<file path="config.mk">
export PLATFORM = sky130hd
export DESIGN_NAME = cp_dmem_bus_arbiter_flat
export DESIGN_NICKNAME = d
export VERILOG_FILES = /design/src/rtl/cp_dmem_bus_arbiter_pkg.sv /design/src/rtl/cp_dmem_bus_arbiter_if.sv /design/src/rtl/cp_dmem_bus_arbiter_rr.sv /design/src/rtl/cp_dmem_bus_arbiter.sv /design/src/flat_wrapper.sv
export SDC_FILE = /design/constraint.sdc
export NUM_CORES = 1
export LEC_CHECK = 0
export CAP_MARGIN = 5
export CORE_MARGIN = 2
export CORE_UTILIZATION = 39
export DETAILED_ROUTE_END_ITERATION = 10
export HOLD_SLACK_MARGIN = 0.1
export PLACE_DENSITY = 0.95
export RECOVER_POWER = 50
export SLEW_MARGIN = 20
export SYNTH_ARGS = -nofsm -noshare
export SYNTH_HDL_FRONTEND = slang
export SYNTH_SLANG_ARGS = --single-unit
</file>
<file path="constraint.sdc">
create_clock -name iClk -period 2.65 [get_ports iClk]
set_input_delay 0.3975 -clock iClk [delete_from_list [all_inputs] [get_ports iClk]]
set_output_delay 0.3975 -clock iClk [all_outputs]
set_load 0.02 [all_outputs]
</file>
<file path="src/rtl/cp_dmem_bus_arbiter_pkg.sv">
// Shared definitions for the control-processor data-memory bus-port arbiter:
// default widths, FSM state encoding and the two-way priority pick.
package cp_dmem_bus_arbiter_pkg;

   localparam int DEF_CP_D_MEM_ADDR_WIDTH = 10;
   localparam int DEF_CP_DATA_WIDTH       = 32;
   localparam int DEF_CP_DMEM_BURST_BITS  = 4;

   typedef enum logic {
      CP_DMEM_ARB_IDLE  = 1'b0,
      CP_DMEM_ARB_BURST = 1'b1
   } arbState_t;

   // A lone requester always wins; on contention the priority pointer decides.
   function automatic logic rrPick(input logic req0, input logic req1, input logic prio);
      return (req0 && req1) ? prio : req1;
   endfunction

endpackage

</file>
<file path="src/rtl/cp_dmem_bus_arbiter_if.sv">
// Requester channel into the data-memory bus arbiter: burst request,
// per-beat write data, beat-issued handshake and read-return strobe.
interface cp_dmem_bus_arbiter_if
   import cp_dmem_bus_arbiter_pkg::*;
#(
   parameter int ADDR_WIDTH = DEF_CP_D_MEM_ADDR_WIDTH,
   parameter int DATA_WIDTH = DEF_CP_DATA_WIDTH,
   parameter int BURST_BITS = DEF_CP_DMEM_BURST_BITS
);
   logic                  valid;
   logic                  write;
   logic [ADDR_WIDTH-1:0] address;
   logic [BURST_BITS-1:0] burstLen;
   logic [DATA_WIDTH-1:0] writeData;
   logic                  ready;
   logic                  readValid;

   modport master (
      output valid, write, address, burstLen, writeData,
      input  ready, readValid
   );

   modport slave (
      input  valid, write, address, burstLen, writeData,
      output ready, readValid
   );
endinterface

</file>
<file path="src/rtl/cp_dmem_bus_arbiter_rr.sv">
// Two-way round-robin grant; the priority pointer itself lives with the FSM.
module cp_dmem_bus_arbiter_rr
   import cp_dmem_bus_arbiter_pkg::*;
(
   input  logic iReq0,
   input  logic iReq1,
   input  logic iPrio,
   output logic oGrantValid,
   output logic oGrantId
);
   assign oGrantValid = iReq0 || iReq1;
   assign oGrantId    = rrPick(iReq0, iReq1, iPrio);
endmodule

</file>
<file path="src/rtl/cp_dmem_bus_arbiter.sv">
// Arbiter and burst sequencer for data-memory port A: grants host loader or
// PE-array DMA, issues auto-incrementing word beats, routes read data back.
module cp_dmem_bus_arbiter
   import cp_dmem_bus_arbiter_pkg::*;
#(
   parameter int ADDR_WIDTH = DEF_CP_D_MEM_ADDR_WIDTH,
   parameter int DATA_WIDTH = DEF_CP_DATA_WIDTH,
   parameter int BURST_BITS = DEF_CP_DMEM_BURST_BITS
) (
   input  logic                  iClk,
   input  logic                  iReset_n,
   cp_dmem_bus_arbiter_if.slave  req0,
   cp_dmem_bus_arbiter_if.slave  req1,
   output logic [DATA_WIDTH-1:0] oReq_Read_Data,
   output logic                  oBus_Valid,
   output logic                  oBus_Write_Enable,
   output logic [ADDR_WIDTH-1:0] oBus_Address,
   output logic [DATA_WIDTH-1:0] oBus_Write_Data,
   input  logic [DATA_WIDTH-1:0] iBus_Read_Data
);
   localparam int WORD_W = ADDR_WIDTH - 2;

   arbState_t             state;
   logic                  owner;
   logic                  ownerWrite;
   logic                  prio;
   logic                  rdPend;
   logic                  rdOwner;
   logic [WORD_W-1:0]     wordAddr;
   logic [BURST_BITS-1:0] beatsLeft;

   logic                  grantValid;
   logic                  grantId;
   logic                  ownerValid;
   logic                  issue;
   logic [DATA_WIDTH-1:0] ownerData;
   logic [3:0]            unusedAddrLsbs;

   cp_dmem_bus_arbiter_rr u_rr (
      .iReq0       (req0.valid),
      .iReq1       (req1.valid),
      .iPrio       (prio),
      .oGrantValid (grantValid),
      .oGrantId    (grantId)
   );

   assign unusedAddrLsbs = {req0.address[1:0], req1.address[1:0]};

   assign ownerValid = owner ? req1.valid : req0.valid;
   assign ownerData  = owner ? req1.writeData : req0.writeData;
   assign issue      = (state == CP_DMEM_ARB_BURST) && ownerValid;

   assign req0.ready     = issue && !owner;
   assign req1.ready     = issue && owner;
   assign req0.readValid = rdPend && !rdOwner;
   assign req1.readValid = rdPend && rdOwner;
   assign oReq_Read_Data = rdPend ? iBus_Read_Data : '0;

   always_ff @(posedge iClk or negedge iReset_n) begin
      if (!iReset_n) begin
         state             <= CP_DMEM_ARB_IDLE;
         owner             <= 1'b0;
         ownerWrite        <= 1'b0;
         prio              <= 1'b0;
         wordAddr          <= '0;
         beatsLeft         <= '0;
         rdPend            <= 1'b0;
         rdOwner           <= 1'b0;
         oBus_Valid        <= 1'b0;
         oBus_Write_Enable <= 1'b0;
         oBus_Address      <= '0;
         oBus_Write_Data   <= '0;
      end else begin
         oBus_Valid        <= issue;
         oBus_Write_Enable <= issue && ownerWrite;
         if (issue) begin
            oBus_Address    <= {wordAddr, 2'b00};
            oBus_Write_Data <= ownerData;
         end

         // owner only changes on a grant edge, which follows the last bus beat,
         // so the tag sampled here still names the requester of that beat
         rdPend  <= oBus_Valid && !oBus_Write_Enable;
         rdOwner <= owner;

         case (state)
            CP_DMEM_ARB_IDLE: begin
               if (grantValid) begin
                  owner      <= grantId;
                  ownerWrite <= grantId ? req1.write : req0.write;
                  wordAddr   <= grantId ? req1.address[ADDR_WIDTH-1:2]
                                        : req0.address[ADDR_WIDTH-1:2];
                  beatsLeft  <= grantId ? req1.burstLen : req0.burstLen;
                  state      <= CP_DMEM_ARB_BURST;
               end
            end
            CP_DMEM_ARB_BURST: begin
               if (issue) begin
                  wordAddr  <= wordAddr + 1'b1;
                  beatsLeft <= beatsLeft - 1'b1;
                  if (beatsLeft == '0) begin
                     state <= CP_DMEM_ARB_IDLE;
                     prio  <= ~owner;
                  end
               end
            end
            default: state <= CP_DMEM_ARB_IDLE;
         endcase
      end
   end
endmodule

</file>
<file path="src/flat_wrapper.sv">
// flat-port wrapper written by rule: the top's interface ports become plain ports
module cp_dmem_bus_arbiter_flat import cp_dmem_bus_arbiter_pkg::*;
#(
   parameter int ADDR_WIDTH = DEF_CP_D_MEM_ADDR_WIDTH,
   parameter int DATA_WIDTH = DEF_CP_DATA_WIDTH,
   parameter int BURST_BITS = DEF_CP_DMEM_BURST_BITS
)
  (iClk, iReset_n, oReq_Read_Data, oBus_Valid, oBus_Write_Enable, oBus_Address, oBus_Write_Data, iBus_Read_Data, req0_valid, req0_write, req0_address, req0_burstLen, req0_writeData, req0_ready, req0_readValid, req1_valid, req1_write, req1_address, req1_burstLen, req1_writeData, req1_ready, req1_readValid);
  cp_dmem_bus_arbiter_if #(.ADDR_WIDTH(ADDR_WIDTH), .DATA_WIDTH(DATA_WIDTH), .BURST_BITS(BURST_BITS)) req0_i ();
  cp_dmem_bus_arbiter_if #(.ADDR_WIDTH(ADDR_WIDTH), .DATA_WIDTH(DATA_WIDTH), .BURST_BITS(BURST_BITS)) req1_i ();
  input  logic iClk;
  input  logic iReset_n;
  output logic [DATA_WIDTH-1:0] oReq_Read_Data;
  output logic oBus_Valid;
  output logic oBus_Write_Enable;
  output logic [ADDR_WIDTH-1:0] oBus_Address;
  output logic [DATA_WIDTH-1:0] oBus_Write_Data;
  input  logic [DATA_WIDTH-1:0] iBus_Read_Data;
  input wire logic [$bits(req0_i.valid)-1:0] req0_valid;
  input wire logic [$bits(req0_i.write)-1:0] req0_write;
  input wire logic [$bits(req0_i.address)-1:0] req0_address;
  input wire logic [$bits(req0_i.burstLen)-1:0] req0_burstLen;
  input wire logic [$bits(req0_i.writeData)-1:0] req0_writeData;
  output wire logic [$bits(req0_i.ready)-1:0] req0_ready;
  output wire logic [$bits(req0_i.readValid)-1:0] req0_readValid;
  input wire logic [$bits(req1_i.valid)-1:0] req1_valid;
  input wire logic [$bits(req1_i.write)-1:0] req1_write;
  input wire logic [$bits(req1_i.address)-1:0] req1_address;
  input wire logic [$bits(req1_i.burstLen)-1:0] req1_burstLen;
  input wire logic [$bits(req1_i.writeData)-1:0] req1_writeData;
  output wire logic [$bits(req1_i.ready)-1:0] req1_ready;
  output wire logic [$bits(req1_i.readValid)-1:0] req1_readValid;
  assign req0_i.valid = req0_valid;
  assign req0_i.write = req0_write;
  assign req0_i.address = req0_address;
  assign req0_i.burstLen = req0_burstLen;
  assign req0_i.writeData = req0_writeData;
  assign req0_ready = req0_i.ready;
  assign req0_readValid = req0_i.readValid;
  assign req1_i.valid = req1_valid;
  assign req1_i.write = req1_write;
  assign req1_i.address = req1_address;
  assign req1_i.burstLen = req1_burstLen;
  assign req1_i.writeData = req1_writeData;
  assign req1_ready = req1_i.ready;
  assign req1_readValid = req1_i.readValid;
  cp_dmem_bus_arbiter #(.ADDR_WIDTH(ADDR_WIDTH), .DATA_WIDTH(DATA_WIDTH), .BURST_BITS(BURST_BITS)) u_core (.iClk(iClk), .iReset_n(iReset_n), .req0(req0_i), .req1(req1_i), .oReq_Read_Data(oReq_Read_Data), .oBus_Valid(oBus_Valid), .oBus_Write_Enable(oBus_Write_Enable), .oBus_Address(oBus_Address), .oBus_Write_Data(oBus_Write_Data), .iBus_Read_Data(iBus_Read_Data));
endmodule
</file>
======== After elaboration in Yosys (flattened, before gate mapping) ========
Cells that the tools add are included.
word-level totals
  output and inout port bits .............. 80
  input bits .............................. 130
  register bits after elaboration ......... 60
cells by class
  add/subtract/negate cells ............... 2
  reduce and logical (&&, ||, !) cells .... 16
  bitwise operators ....................... 2
  muxes and demuxes ....................... 17
  equal/unequal tests ..................... 2
operators with widths
  cell                   number
  $mux W32               2
  $mux W8                3
  $pmux W8 S2            1
  $mux W4                3
  $add A8 B1 Y8 const B  1
  $logic_and A1 B1 Y1    8
  $pmux W4 S2            1
  $mux W1                6
  $logic_not A4 Y1       1
  $reduce_and A2 Y1      2
  $sub A4 B1 Y4 const B  1
  $logic_not A1 Y1       3
  $reduce_and A3 Y1      1
  $ne A2 B1 Y1 const B   1
  $ne A2 B2 Y1 const B   1
  $not A1 Y1             2
  $pmux W1 S2            1
  $logic_or A1 B1 Y1     1

======== Logic depth before layout (Yosys ltp) ========
Gate-level depths: netlist of the first run.
  word-level depth ........................ 5
  mapped depth ............................ 6
  depth with buffers taken out ............ 5

======== Modules after synthesis ========
A second synthesis of the first run with hierarchy kept.
second synthesis, totals
  cells, all modules ...................... 314
  area total of the unflattened synthesis .. 3184.3 µm²
by module, submodules not included
  module                  area each (µm²)  cells an instance  times used
  cp_dmem_bus_arbiter     3166.8           311                1
  cp_dmem_bus_arbiter_rr  17.5             3                  1

======== Worst setup path after synthesis of the first run ========
No wires, ideal clock.
  path type ............................... flip-flop to output port
  start point ............................. register u_core.owner
  end point ............................... output port req0_ready
  path slack .............................. 952 ps
  arrival ................................. 1300 ps
  cell stages (with the launch flop) ...... 6
  path buffers ............................ 2
  cell sequence ........................... dfrtp_1 -> mux2_2 -> nand2_1 -> buf_4 -> buf_6 -> nor2_1
between the ends
  longest elaborated chain between the ends .. 3
  elaborated cells between the ends (all ways) .. 4
  classes of those cells .................. mux: 1; reduce/logical: 3
RTL lines
  element                   RTL line                   RTL
  start: declaration        cp_dmem_bus_arbiter.sv:24  logic owner;
  start signal: assignment  cp_dmem_bus_arbiter.sv:89  owner <= grantId;
  $mux W1                   cp_dmem_bus_arbiter.sv:49  assign ownerValid = owner ? req1.valid : req0.valid;
  $logic_and A1 B1 Y1       cp_dmem_bus_arbiter.sv:51  assign issue = (state == CP_DMEM_ARB_BURST) && ownerValid;
  $logic_and A1 B1 Y1 (*)   cp_dmem_bus_arbiter.sv:53  assign req0.ready = issue && !owner;
  end: declaration          flat_wrapper.sv:24         output wire logic [$bits(req0_i.ready)-1:0] req0_ready;
Every way passes the cells marked *; elsewhere a longest branch is shown, timed or not.

======== Final worst setup path of the first run ========
  start point ............................. register u_core.owner
  end point ............................... output port req1_ready
between the ends
  longest elaborated chain between the ends .. 3
RTL lines
  element                  RTL line                   RTL
  $mux W1                  cp_dmem_bus_arbiter.sv:49
  $logic_and A1 B1 Y1      cp_dmem_bus_arbiter.sv:51
  $logic_and A1 B1 Y1 (*)  cp_dmem_bus_arbiter.sv:54  assign req1.ready = issue && owner;
  end: declaration         flat_wrapper.sv:31         output wire logic [$bits(req1_i.ready)-1:0] req1_ready;
Marks and branches as above.

==> impl_summary.log, run 1 <==
[metrics] status: finished, violations left
[metrics] failing checks: capacitance limit, slew limit
[metrics] setup repair after global routing missed its margin: false
[metrics] overflow left after global routing: 0
[metrics] wire length after detailed routing: 11500 µm
[metrics] Tmin final: 2360 ps
[metrics] fraction of final layout cells with drive strength greater than 1: 0.0734
[metrics] Synth top cells by count: dfrtp_1 (60), a221o_1 (34), nor3b_1 (34), and2_1 (33), nand2_1 (15)
[metrics] Slew HR: -0.0698
[metrics] Overall Global Routing Usage: 0.257
[metrics] CP Buf/Inv Count: 2
[metrics] synthesized area: 3230 µm²
[metrics] post-CTS setup repair buffer count: 0
[metrics] Post-CTS Resized: 0
[metrics] Finished Cell Area: 5450 µm²
[metrics] cell taking the most area after synthesis: dfrtp_1
[metrics] most repeated cell in the gate-level netlist after synthesis: dfrtp_1
[metrics] synthesized netlist cell count: 306
[metrics] row cnt: 33
[metrics] overall power after layout: 5.60 mW
[metrics] setup total negative slack: 0 ps
[metrics] CTS tree: yes
[metrics] initial standard-cell utilization of the core: 0.397
[metrics] synth-to-layout area growth: 68.7%
[metrics] final estimated routing congestion in global placement: 0.878
[metrics] count of nets left with antenna violations after detail routing: 0
[metrics] cell types with the largest area share after synthesis: dfrtp_1 (46%), a221o_1 (11%), nor3b_1 (7.9%), and2_1 (6.4%), mux2_2 (2.8%)
[metrics] Min-Delay Path Class: in -> async
[metrics] total leakage power: 2.21 nW
[metrics] cell family with the largest share of critical-path delay: buffers and inverters
[metrics] ordered list of cells on the worst path: buf_4, and3_1, clkdlybuf4s50_1
[metrics] element type at the critical path start: flip-flop
[metrics] slowest cell on the critical path: clkdlybuf4s50_1
[metrics] largest driver fanout on the critical path: 38
[metrics] number of warning messages in the yosys log: 0
[metrics] # clock sinks: 60
[metrics] critical path type: reg -> out
[metrics] pin slew with the least headroom to its limit: 1600 ps
[metrics] Peak supply drop: 0.460 mV
[metrics] critical path data arrival time: 1960 ps
[metrics] vertical die dimension: 95.0 µm
[metrics] Cell variety after synth: 44
[metrics] number of design-rule violations left by the first detailed-router iteration: 124
[metrics] post-CTS clock slew at the launch and capture registers of the worst setup and hold paths: 80 ps
[metrics] FFs w/ async S/R, synth: 1.00
[metrics] antenna diode instance count: 0
[metrics] number of search-and-repair iterations in the first detailed-routing pass: 5
[metrics] number of hold buffers added after cts: 0
[metrics] cts bufs inserted: 9
[metrics] die span in x: 95.0 µm
[metrics] capturing element type of the critical path: output pin
[metrics] placed wire-length estimate after detailed placement: 8730 µm
[metrics] synthesized area divided by synthesized cell count: 10.6 µm²
[metrics] vias per cell: 5.56
[metrics] max-cap violation count: 1
[metrics] core box area: 8130 µm²
[metrics] area of the die: 9020 µm²
[metrics] NumNets Final: 632
[metrics] Fin. Hold Viols: 0
[metrics] setup violators final: 0
[metrics] critical path required time: 2250 ps
[metrics] fin util: 0.670
[metrics] maximum clock rate: 424 MHz
[metrics] number of buffers between clock root and the deepest sink: 2
[metrics] post-route clock period utilization: 0.890
[metrics] instance area after placement: 5290 µm²
[metrics] cell area power density: 1030 nW/µm²
[metrics] worst clock skew: 16.8 ps
[metrics] sequential-to-total area share from yosys stat: 0.465
[metrics] count of buffers from port buffering: 203
[metrics] Synth top area share: 0.465
[metrics] synthesized flop and latch total: 60
[metrics] Root Buffer Master: clkbuf_8
[metrics] EDFF count, synth: 0
[metrics] minimum hold slack: 443 ps
[metrics] largest net degree at the start of global routing: 76
[metrics] critical path's largest stage delay: 610 ps
[metrics] number of remaining DRC errors: 0
[metrics] Post-synth top flop: dfrtp_1
[metrics] global-route wire length before repair: 17200 µm
[metrics] number of top-level pins: 210
[metrics] total vias in the final route: 3388
[metrics] CTS HTree Levels: 3
[metrics] number of global-route vias before repair: 3345
[metrics] antenna violations before repair: 0
[metrics] average wire length per cell after detail routing: 18.8 µm
[metrics] max-slew violation total from the final report: 30
[metrics] Clk Latency, worst-skew pair: 340 ps
path summary, 6_finish.rpt:
path                                                    endpoint  slack (ps)                                from  cells past startpoint
max                                                   req1_ready         290            u_core.owner$_DFFE_PN0P_                      3
min                        u_core.oBus_Write_Data[6]$_DFFE_PN0N_         440                            iReset_n                      1
max reg2reg                       u_core.wordAddr[5]$_DFFE_PN0P_         490            u_core.owner$_DFFE_PN0P_                      5
min reg2reg                              u_core.rdPend$_DFF_PN0_         450  u_core.oBus_Write_Enable$_DFF_PN0_                      1
max in group asynchronous     u_core.oBus_Address[5]$_DFFE_PN0N_         630                            iReset_n                      2
min in group iClk                        u_core.rdPend$_DFF_PN0_         450  u_core.oBus_Write_Enable$_DFF_PN0_                      1
layer usage:
metal	global-route usage	share of wire	wire length, µm
met3	0.0662	0.076	868
met1	0.273	0.35	3990
met2	0.454	0.53	6090
met5	0	0	0
met4	0.152	0.046	528
layout by cell type, fill, tap and decap left out, types with 4 or more instances in the layout:
cell type        count
a211oi_1             6
and2_1              33
nand3_1              4
nor3b_1             34
mux2i_1              4
mux2_2               7
o21ai_0             13
dfrtp_1             59
and3_1               5
buf_4                5
clkbuf_8            10
a221o_1             34
or3_1                4
nor2_1               6
clkdlybuf4s50_1    167
nor3_1               4
nand2_1             14
inv_1                8
dlygate4sd3_1       35
cell families (layout without fill, tap and decap cells):
kind of cell,Yosys count,after routing,share of synthesized area
flip-flops,60,60,0.465
adder cells (fa/ha/maj),3,3,0.0116
multiplexers,12,12,0.0403
AO/OA/AOI/OAI,76,76,0.195
AND/OR/NAND/NOR,116,116,0.222
XOR/XNOR,1,1,0.00271
buffers and inverters,37,234,0.0628
other,1,2,0.00116
cell type report:
cell class                 instances  area, µm²
clock buffer                      11        141
clock inverter                     5       37.5
fill                             609       2690
inverter                           8       30.0
multi-input combinational        210       1530
sequential                        60       1500
tap                              105        131
timing repair buffer             210       2070
flip-flops by register name, summed over array words and instances (netlist names), 4 cells and up:
signal / flops
u_core.beatsLeft: 4
u_core.oBus_Write_Data: 32
u_core.wordAddr: 8
u_core.oBus_Address: 8
report_power, final:
part / total [mW] / internal, mW / switching [mW]
Combinational: 3.13 / 1.49 / 1.64
Clock: 0.750 / 0.366 / 0.383
Sequential: 1.72 / 1.35 / 0.370
per-stage QoR:
stage / setup WS, ps / cells
after global placement: 215 / 593
final: 292 / 609
after global routing: 180 / 609
after CTS: 198 / 609
after detailed placement: 114 / 593
after floorplan: 952 / 307
Power figures use the tool's default switching activity.
==> run 2, diff against run 1 <==
Settings changed: HOLD_SLACK_MARGIN 0.1 to 0.06.
==> results of run 2 <==
Same layout as run 1: the final DEF is identical, and so are final timing and power.
